--- src/rtl/hit_timer_pkg.sv ---
// Shared types and default frame delays for the hit / respawn timing path.
package hit_timer_pkg;

  typedef enum logic [1:0] {
    WATCH   = 2'd0,
    HIT_DLY = 2'd1,
    RSP_DLY = 2'd2,
    GRACE   = 2'd3
  } hit_state_t;

  // Defaults tuned for the 60 Hz frame rate game control runs at.
  localparam int DEF_HIT_DELAY_FRAMES     = 60;
  localparam int DEF_RESPAWN_DELAY_FRAMES = 30;
  localparam int DEF_GRACE_FRAMES         = 90;
  localparam int DEF_CNT_W                = 8;

  function automatic int min1(input int frames);
    return (frames < 1) ? 1 : frames;
  endfunction

endpackage

--- src/rtl/frame_down_counter.sv ---
// Loadable frame countdown; expire flags the frame boundary on which the value is 1.
module frame_down_counter #(
  parameter int CNT_W = 8
) (
  input  logic             clk,
  input  logic             reset,
  input  logic             sof,
  input  logic             load,
  input  logic [CNT_W-1:0] load_val,
  output logic [CNT_W-1:0] value,
  output logic             expire
);

  logic [CNT_W-1:0] cnt_q;
  logic [CNT_W-1:0] cnt_d;

  // Load wins over decrement; the count parks at 1 (or 0 after reset) and never wraps.
  always_comb begin
    cnt_d = cnt_q;
    if (load) begin
      cnt_d = load_val;
    end else if (sof && (cnt_q > CNT_W'(1))) begin
      cnt_d = cnt_q - CNT_W'(1);
    end
  end

  always_ff @(posedge clk) begin
    if (reset) begin
      cnt_q <= '0;
    end else begin
      cnt_q <= cnt_d;
    end
  end

  assign value  = cnt_q;
  assign expire = sof && (cnt_q == CNT_W'(1));

endmodule

--- src/rtl/hit_event_timer.sv ---
// Turns frame-level collisions into charHit and paces the lose-a-life / respawn counter pulses.
module hit_event_timer
  import hit_timer_pkg::*;
#(
  parameter int HIT_DELAY_FRAMES     = DEF_HIT_DELAY_FRAMES,
  parameter int RESPAWN_DELAY_FRAMES = DEF_RESPAWN_DELAY_FRAMES,
  parameter int GRACE_FRAMES         = DEF_GRACE_FRAMES,
  parameter int CNT_W                = DEF_CNT_W
) (
  input  logic             clk,
  input  logic             reset,
  input  logic             startOfFrame,
  input  logic             collision,
  input  logic             charStart,
  output logic             charHit,
  output logic             counter,
  output logic             busy,
  output logic             graceActive,
  output hit_state_t       dbg_state,
  output logic [CNT_W-1:0] dbg_frame_cnt,
  output logic             dbg_coll_seen
);

  localparam logic [CNT_W-1:0] HIT_LOAD   = CNT_W'(min1(HIT_DELAY_FRAMES));
  localparam logic [CNT_W-1:0] RSP_LOAD   = CNT_W'(min1(RESPAWN_DELAY_FRAMES));
  localparam logic [CNT_W-1:0] GRACE_LOAD = CNT_W'(GRACE_FRAMES);
  localparam bit               SKIP_GRACE = (GRACE_FRAMES == 0);

  hit_state_t       state_q, state_d;
  logic             coll_seen_q, coll_seen_d;
  logic             char_hit_q, char_hit_d;
  logic             counter_q, counter_d;
  logic             busy_q, busy_d;
  logic             grace_q, grace_d;
  logic             cnt_load;
  logic [CNT_W-1:0] cnt_load_val;
  logic [CNT_W-1:0] frame_cnt;
  logic             cnt_expire;
  logic             qual_coll;

  frame_down_counter #(.CNT_W(CNT_W)) u_frame_cnt (
    .clk      (clk),
    .reset    (reset),
    .sof      (startOfFrame),
    .load     (cnt_load),
    .load_val (cnt_load_val),
    .value    (frame_cnt),
    .expire   (cnt_expire)
  );

  assign qual_coll = collision && charStart;

  always_comb begin
    state_d      = state_q;
    coll_seen_d  = 1'b0;
    char_hit_d   = 1'b0;
    counter_d    = 1'b0;
    cnt_load     = 1'b0;
    cnt_load_val = '0;
    case (state_q)
      WATCH: begin
        // A collision on the frame boundary itself still belongs to the closing frame.
        coll_seen_d = charStart && (coll_seen_q || collision);
        if (startOfFrame) begin
          coll_seen_d = 1'b0;
          if (charStart && (coll_seen_q || qual_coll)) begin
            char_hit_d   = 1'b1;
            cnt_load     = 1'b1;
            cnt_load_val = HIT_LOAD;
            state_d      = HIT_DLY;
          end
        end
      end
      HIT_DLY: begin
        if (cnt_expire) begin
          counter_d    = 1'b1;
          cnt_load     = 1'b1;
          cnt_load_val = RSP_LOAD;
          state_d      = RSP_DLY;
        end
      end
      RSP_DLY: begin
        if (cnt_expire) begin
          counter_d = 1'b1;
          if (SKIP_GRACE) begin
            state_d = WATCH;
          end else begin
            cnt_load     = 1'b1;
            cnt_load_val = GRACE_LOAD;
            state_d      = GRACE;
          end
        end
      end
      GRACE: begin
        if (cnt_expire) begin
          state_d = WATCH;
        end
      end
      default: state_d = WATCH;
    endcase
    busy_d  = (state_d != WATCH);
    grace_d = (state_d == GRACE);
  end

  always_ff @(posedge clk) begin
    if (reset) begin
      state_q     <= WATCH;
      coll_seen_q <= 1'b0;
      char_hit_q  <= 1'b0;
      counter_q   <= 1'b0;
      busy_q      <= 1'b0;
      grace_q     <= 1'b0;
    end else begin
      state_q     <= state_d;
      coll_seen_q <= coll_seen_d;
      char_hit_q  <= char_hit_d;
      counter_q   <= counter_d;
      busy_q      <= busy_d;
      grace_q     <= grace_d;
    end
  end

  assign charHit       = char_hit_q;
  assign counter       = counter_q;
  assign busy          = busy_q;
  assign graceActive   = grace_q;
  assign dbg_state     = state_q;
  assign dbg_frame_cnt = frame_cnt;
  assign dbg_coll_seen = coll_seen_q;

endmodule

--- config.mk ---
export PLATFORM = sky130hd
export DESIGN_NAME = hit_event_timer
export DESIGN_NICKNAME = d
export VERILOG_FILES = /design/src/rtl/hit_timer_pkg.sv /design/src/rtl/frame_down_counter.sv /design/src/rtl/hit_event_timer.sv
export SDC_FILE = /design/constraint.sdc
export NUM_CORES = 1
export LEC_CHECK = 0
export CORE_MARGIN = 5
export CORE_UTILIZATION = 53
export DETAILED_ROUTE_END_ITERATION = 6
export GPL_TIMING_DRIVEN = 0
export MAX_ROUTING_LAYER = met4
export PLACE_DENSITY = 0.89
export SLEW_MARGIN = 30
export SYNTH_ARGS = -nofsm -noshare
export SYNTH_HDL_FRONTEND = slang
export SYNTH_SLANG_ARGS = --single-unit
--- constraint.sdc ---
create_clock -name clk -period 4.9 [get_ports clk]
set_clock_uncertainty 0.15 [all_clocks]
set_input_delay 0.735 -clock clk [delete_from_list [all_inputs] [get_ports clk]]
set_output_delay 0.735 -clock clk [all_outputs]
set_load 0.02 [all_outputs]
Word level (Yosys, flattened, before mapping) --
Cells that the tools add are included. W data, S select, Z words.
Storage, ports and cells: logic and storage cells 47, register bits after elaboration 15, output and inout bits 15, input bits 5
Cells by class: bitwise logic cells 2, magnitude comparators 1, reduce and logical (&&, ||, !) cells 14, muxes and demuxes 17, $add $sub $neg 1, equality and inequality tests 5
Operator list (number):
- $pmux W7 S3 | 1
- $mux W8 | 2
- $mux W6 | 2
- $mux W2 | 5
- $eq A8 B1 Y1 const B | 1
- $gt A8 B1 Y1 const B | 1
- $pmux W2 S4 | 1
- $sub A8 B1 Y8 const B | 1
- $mux W7 | 1
- $eq A2 B2 Y1 const B | 3
- $reduce_or A2 Y1 | 3
- $logic_and A1 B1 Y1 | 5
- $mux W5 | 1
- $reduce_bool A2 Y1 | 2
- $mux W1 | 3
- $reduce_or A3 Y1 | 1
- $eq A2 B1 Y1 const B | 1
- $logic_not A2 Y1 | 1
- $logic_or A1 B1 Y1 | 2
- $not A1 Y1 | 2
- $pmux W1 S2 | 1

Depth between registers and ports, before layout --
word-level depth 7, gate-level depth with buffers 6, depth with buffers taken out 6

By module --
Synthesis repeated with hierarchy kept, for this count alone.
Second synthesis, totals: cell total of the unflattened synthesis 114, area total of the unflattened synthesis 968.4 sq um
By module, submodules not included:
- frame_down_counter | cells each 68, area an instance 564.3 sq um, seq. area each 160.2 sq um, times used 1
- hit_event_timer | cells each 46, area an instance 404.1 sq um, seq. area each 140.1 sq um, times used 1

Worst setup path before layout --
Ideal clock, no wire load.
path kind input to register, start point input startOfFrame, end point register u_frame_cnt.cnt_q[5] (netlist: u_frame_cnt.value[5]), stages 5, arrival time 1.905 ns, data required time 4.676 ns, setup slack 2.771 ns, buffers on the path 1, setup time 0.074 ns, path through buf_2 > nor3b_1 > o211ai_1 > or3_2 > a31oi_1
On the way: word-level cells in the longest chain between the ends 4
Ends and longest elaborated chain:
- start, declared | RTL line hit_event_timer.sv:12 | input logic startOfFrame,
- $logic_and A1 B1 Y1 | RTL line frame_down_counter.sv:36 | assign expire = sof && (cnt_q == CNT_W'(1));
- $mux W1 | RTL line hit_event_timer.sv:75 | if (cnt_expire) begin
- $pmux W1 S2 | RTL line hit_event_timer.sv:60 | case (state_q)
- $mux W8 or $reduce_bool A2 Y1 (tied branches)
- end signal, assigned | RTL line frame_down_counter.sv:31 | cnt_q <= cnt_d;
- end, declared | RTL line frame_down_counter.sv:14 | logic [CNT_W-1:0] cnt_q;
Parallel ways exist; a longest one is shown, timed or not. A chain may end at the register's enable or synchronous reset.

Final worst setup path --
start point register u_frame_cnt.cnt_q[2] (netlist: u_frame_cnt.value[2]), end point output dbg_frame_cnt[2]
RTL lines:
- end, declared | RTL line hit_event_timer.sv:20 | output logic [CNT_W-1:0] dbg_frame_cnt,
No word-level cell between the ends.

==> summary.md <==
The run gives 15 as the number of standard-cell rows in the floorplan. Pin placement for this block handled 20 I/O pins. The clock sink count is 15.

For this block, the routed nets add up to 2180 um of wire. The overall fraction of global-route tracks in use was 0.175. The shortest period the worst path allows was 2.36 ns.

The worst register-to-register path begins at u_frame_cnt.value[1]. The largest single stage delay on the critical path is 0.67 ns. The signed area change from the synthesized netlist to the final layout came out at 25.5%.

The core region is 0.00171 mm^2. The count of nets left with antenna violations once routing finished came out at 0. Fill cells in the final layout number 141.

Post-CTS timing repair inserted 0 buffers for setup. Dividing total power by cell area gives a power density of 464 mW/mm^2. In this run the static leakage power is 0.440 nW.

The HPWL after detailed placement is 1680 um. The total clock buffers created by CTS is 3, and the share of the synthesized netlist area taken by xor and xnor gates is 0.0187. The die is 52.1 um wide. For this run, the top clock speed supported by timing is 424 MHz.

The repair_antennas step left the layout with diodes totalling 0. The initial antenna violation count is 0, and the data required time at the worst endpoint is 4.01 ns. The distinct cell type count of the synthesized netlist is 40. The tools report the remaining routing DRC violations as 0. In this run, post-CTS hold repair placed 0 buffers. The worst setup path is captured at an output port. Fraction of layout instances using a drive strength above 1: 0.123. The adder and majority cell fraction of the synthesized area was 0.120. For the effective utilization at floorplan, the log shows 0.549. The largest individual stage delay along the critical path comes from the cell sky130_fd_sc_hd__clkdlybuf4s50_1.

The cell depth of the worst flop-to-flop path was 6; the number of synthesis warnings was 0. Walking the worst path, the cells encountered are clkdlybuf4s50_1. TritonCTS built the clock tree. The net count reported at finish was 137. The wire length per cell was 14.8 um; the peak supply drop was 0.327 mV. Setup violations remaining at the end of the flow were counted as 0.

The detailed router finished its first iteration with 19 violations. The tools report the combined area of all synthesized cells as 937 um^2. The run gives 546 uW as the overall power consumption. The first detailed-routing pass took 4 iterations. The tools report the proportion of synthesized chip area in sequential cells as 0.320.

The first global-routing pass estimated 3510 um of wire. Setup repair after global routing left no endpoint under its margin. Total of buffers placed on input and output ports: 18. The library cells used most frequently in the layout, excluding fill and tap cells, are 18 x sky130_fd_sc_hd__clkdlybuf4s50_1, 15 x sky130_fd_sc_hd__dfxtp_1, 9 x sky130_fd_sc_hd__inv_1, 9 x sky130_fd_sc_hd__nor2_1, 9 x sky130_fd_sc_hd__ha_1.

The multiplexer share of the synthesized area is 0.0160, and the overall overflow remaining after global route is 0. STA classifies the critical path startpoint as a flop. The tools report the worst path arrival time as 1.47 ns.

Main combinational cell family by area after synthesis: compound AO/OA/AOI/OAI gates. The complex-gate fraction of the synthesized area is 0.287, and the average footprint of a synthesized cell is 9.37 um^2. After clock tree synthesis, the clock-pin slew on the worst setup and hold paths is 0.10 ns. The normalized max-slew margin is 0.689. The run gives 1 as the CTS H-tree depth.

Max-slew violation count: 0. The die covers 0.00271 mm^2. The vertical extent of the die works out to 52.1 um. The clock passes through at most 2 buffers. Family with the most delay on the worst path: buffers and inverters. Tracing the worst setup path back leads to its startpoint at u_frame_cnt.value[2].

The tools report the pin count of the biggest net entering global routing as 11. Along the worst path, the maximum fanout reaches 8. Number of hold violations in the final report: 0. The tree is rooted in a sky130_fd_sc_hd__clkbuf_4. The worst hold path passes through 2 cells.

The tools report the max-capacitance violation count as 0. Part of the cycle the worst path needs: 0.481. Hold path startpoint: dbg_coll_seen.

The combined buffer and inverter count along the critical path was 1; the via count normalized by instance count was 5.84. The congestion estimate from routability-driven global placement came to 0.938. The library cell used most frequently in the layout, excluding fill and tap cells, is sky130_fd_sc_hd__clkdlybuf4s50_1.

For the pin with the worst max-slew slack, the measured transition is 0.463 ns. The number of standard cells after synthesis was 100. The via count of the first global-routing pass was 785; the simple-gate share of the synthesized area was 0.192. The type of the tightest min-delay check is reg -> reg. The synthesized net count is 114. The setup path with the least slack is of type reg -> out. In this run, synthesis produced a sequential element count of 15. For the total number of vias, the log shows 859. The count of instances resized after the clock tree is built was 0.

The total number of cells along the worst setup path is 1, and the clock insertion delay at the later pin of the skew report is 0.29 ns. The flow ran to the end, and the final reports show no timing, DRC or antenna violations. The run gives 0 ns as the summed negative setup slack over all endpoints.
layer usage:
layer  track usage  routed length [um]  up-vias
met5             -                   0        -
met4        0.0830                  48        0
met3        0.0143                 129        7
met2         0.291                1070       40
met1         0.214                 929      384
li1              -                   -      428
flip-flops by register name, indices dropped and copies added, names as in the netlist:
name               cells
counter                1
graceActive            1
dbg_state              2
busy                   1
u_frame_cnt.value      8
dbg_coll_seen          1
charHit                1
stage by stage:
stage / hold WS, ns / std cells / setup WS [ns] / util / area, um^2
2_1_floorplan: 0.495 / 100 / 2.77 / - / 937
3_3_place_gp: 0.428 / 143 / 2.54 / 0.673 / 1150
3_5_place_dp: 0.442 / 143 / 2.47 / 0.673 / 1150
4_1_cts: 0.459 / 147 / 2.54 / 0.689 / 1180
5_1_grt: 0.511 / 147 / 2.48 / 0.689 / 1180
6_report: 0.465 / 147 / 2.54 / 0.689 / 1180
final timing paths:
check,to,slack (ns)
setup reg to reg,busy,2.78
hold reg to reg,dbg_coll_seen,0.46
setup / recovery,dbg_frame_cnt[2],2.54
hold / removal,dbg_coll_seen,0.46
synthesized netlist by cell type, drive strengths merged:
library cell	count	share of area
dfxtp	15	0.32
ha	9	0.12
inv	9	0.036
nor2	9	0.036
a21oi	5	0.027
nor3	4	0.021
o211ai	4	0.032
a211oi	3	0.024
a31oi	3	0.020
nand2	3	0.012
a2111oi	2	0.019
a31o	2	0.019
nand3	2	0.011
o2111ai	2	0.019
o21ai	2	0.011
o31ai	2	0.016
a21o	1	0.0080
a22o	1	0.0093
a311oi	1	0.0093
a41o	1	0.011
a41oi	1	0.0093
and2	1	0.0067
and3	1	0.0067
and4bb	1	0.013
buf	1	0.0053
clkbuf	1	0.0040
mux2	1	0.016
nand4	1	0.0067
nand4bb	1	0.012
nor3b	1	0.0080
nor4	1	0.023
o2111a	1	0.012
o22ai	1	0.013
o41ai	1	0.029
or2	1	0.0067
or3	1	0.0080
or3b	1	0.0093
or4	1	0.012
xnor2	1	0.0093
xor2	1	0.0093
cell families after synthesis:
kind of cell | Yosys count
multiplexers | 1
XOR/XNOR | 2
flip-flops | 15
buffers and inverters | 11
adder cells (fa/ha/maj) | 9
AND/OR/NAND/NOR | 29
AO/OA/AOI/OAI | 33
power breakdown:
group	internal [mW]	switching, mW
registers	0.146	0.0408
logic	0.140	0.148
clock network	0.0303	0.0406
cell type report:
cell class | instances | area [um^2] | share of cell area
plain buffers | 2 | 8.76 | 0.00745
clock inverters | 1 | 5.00 | 0.00426
repair buffers | 18 | 180 | 0.153
flip-flops and latches | 15 | 300 | 0.255
inverters | 9 | 33.8 | 0.0287
clock buffers | 3 | 22.5 | 0.0191
multi-input cells | 74 | 594 | 0.505
well taps | 25 | 31.3 | 0.0266
Power figures use the tool's default switching activity.
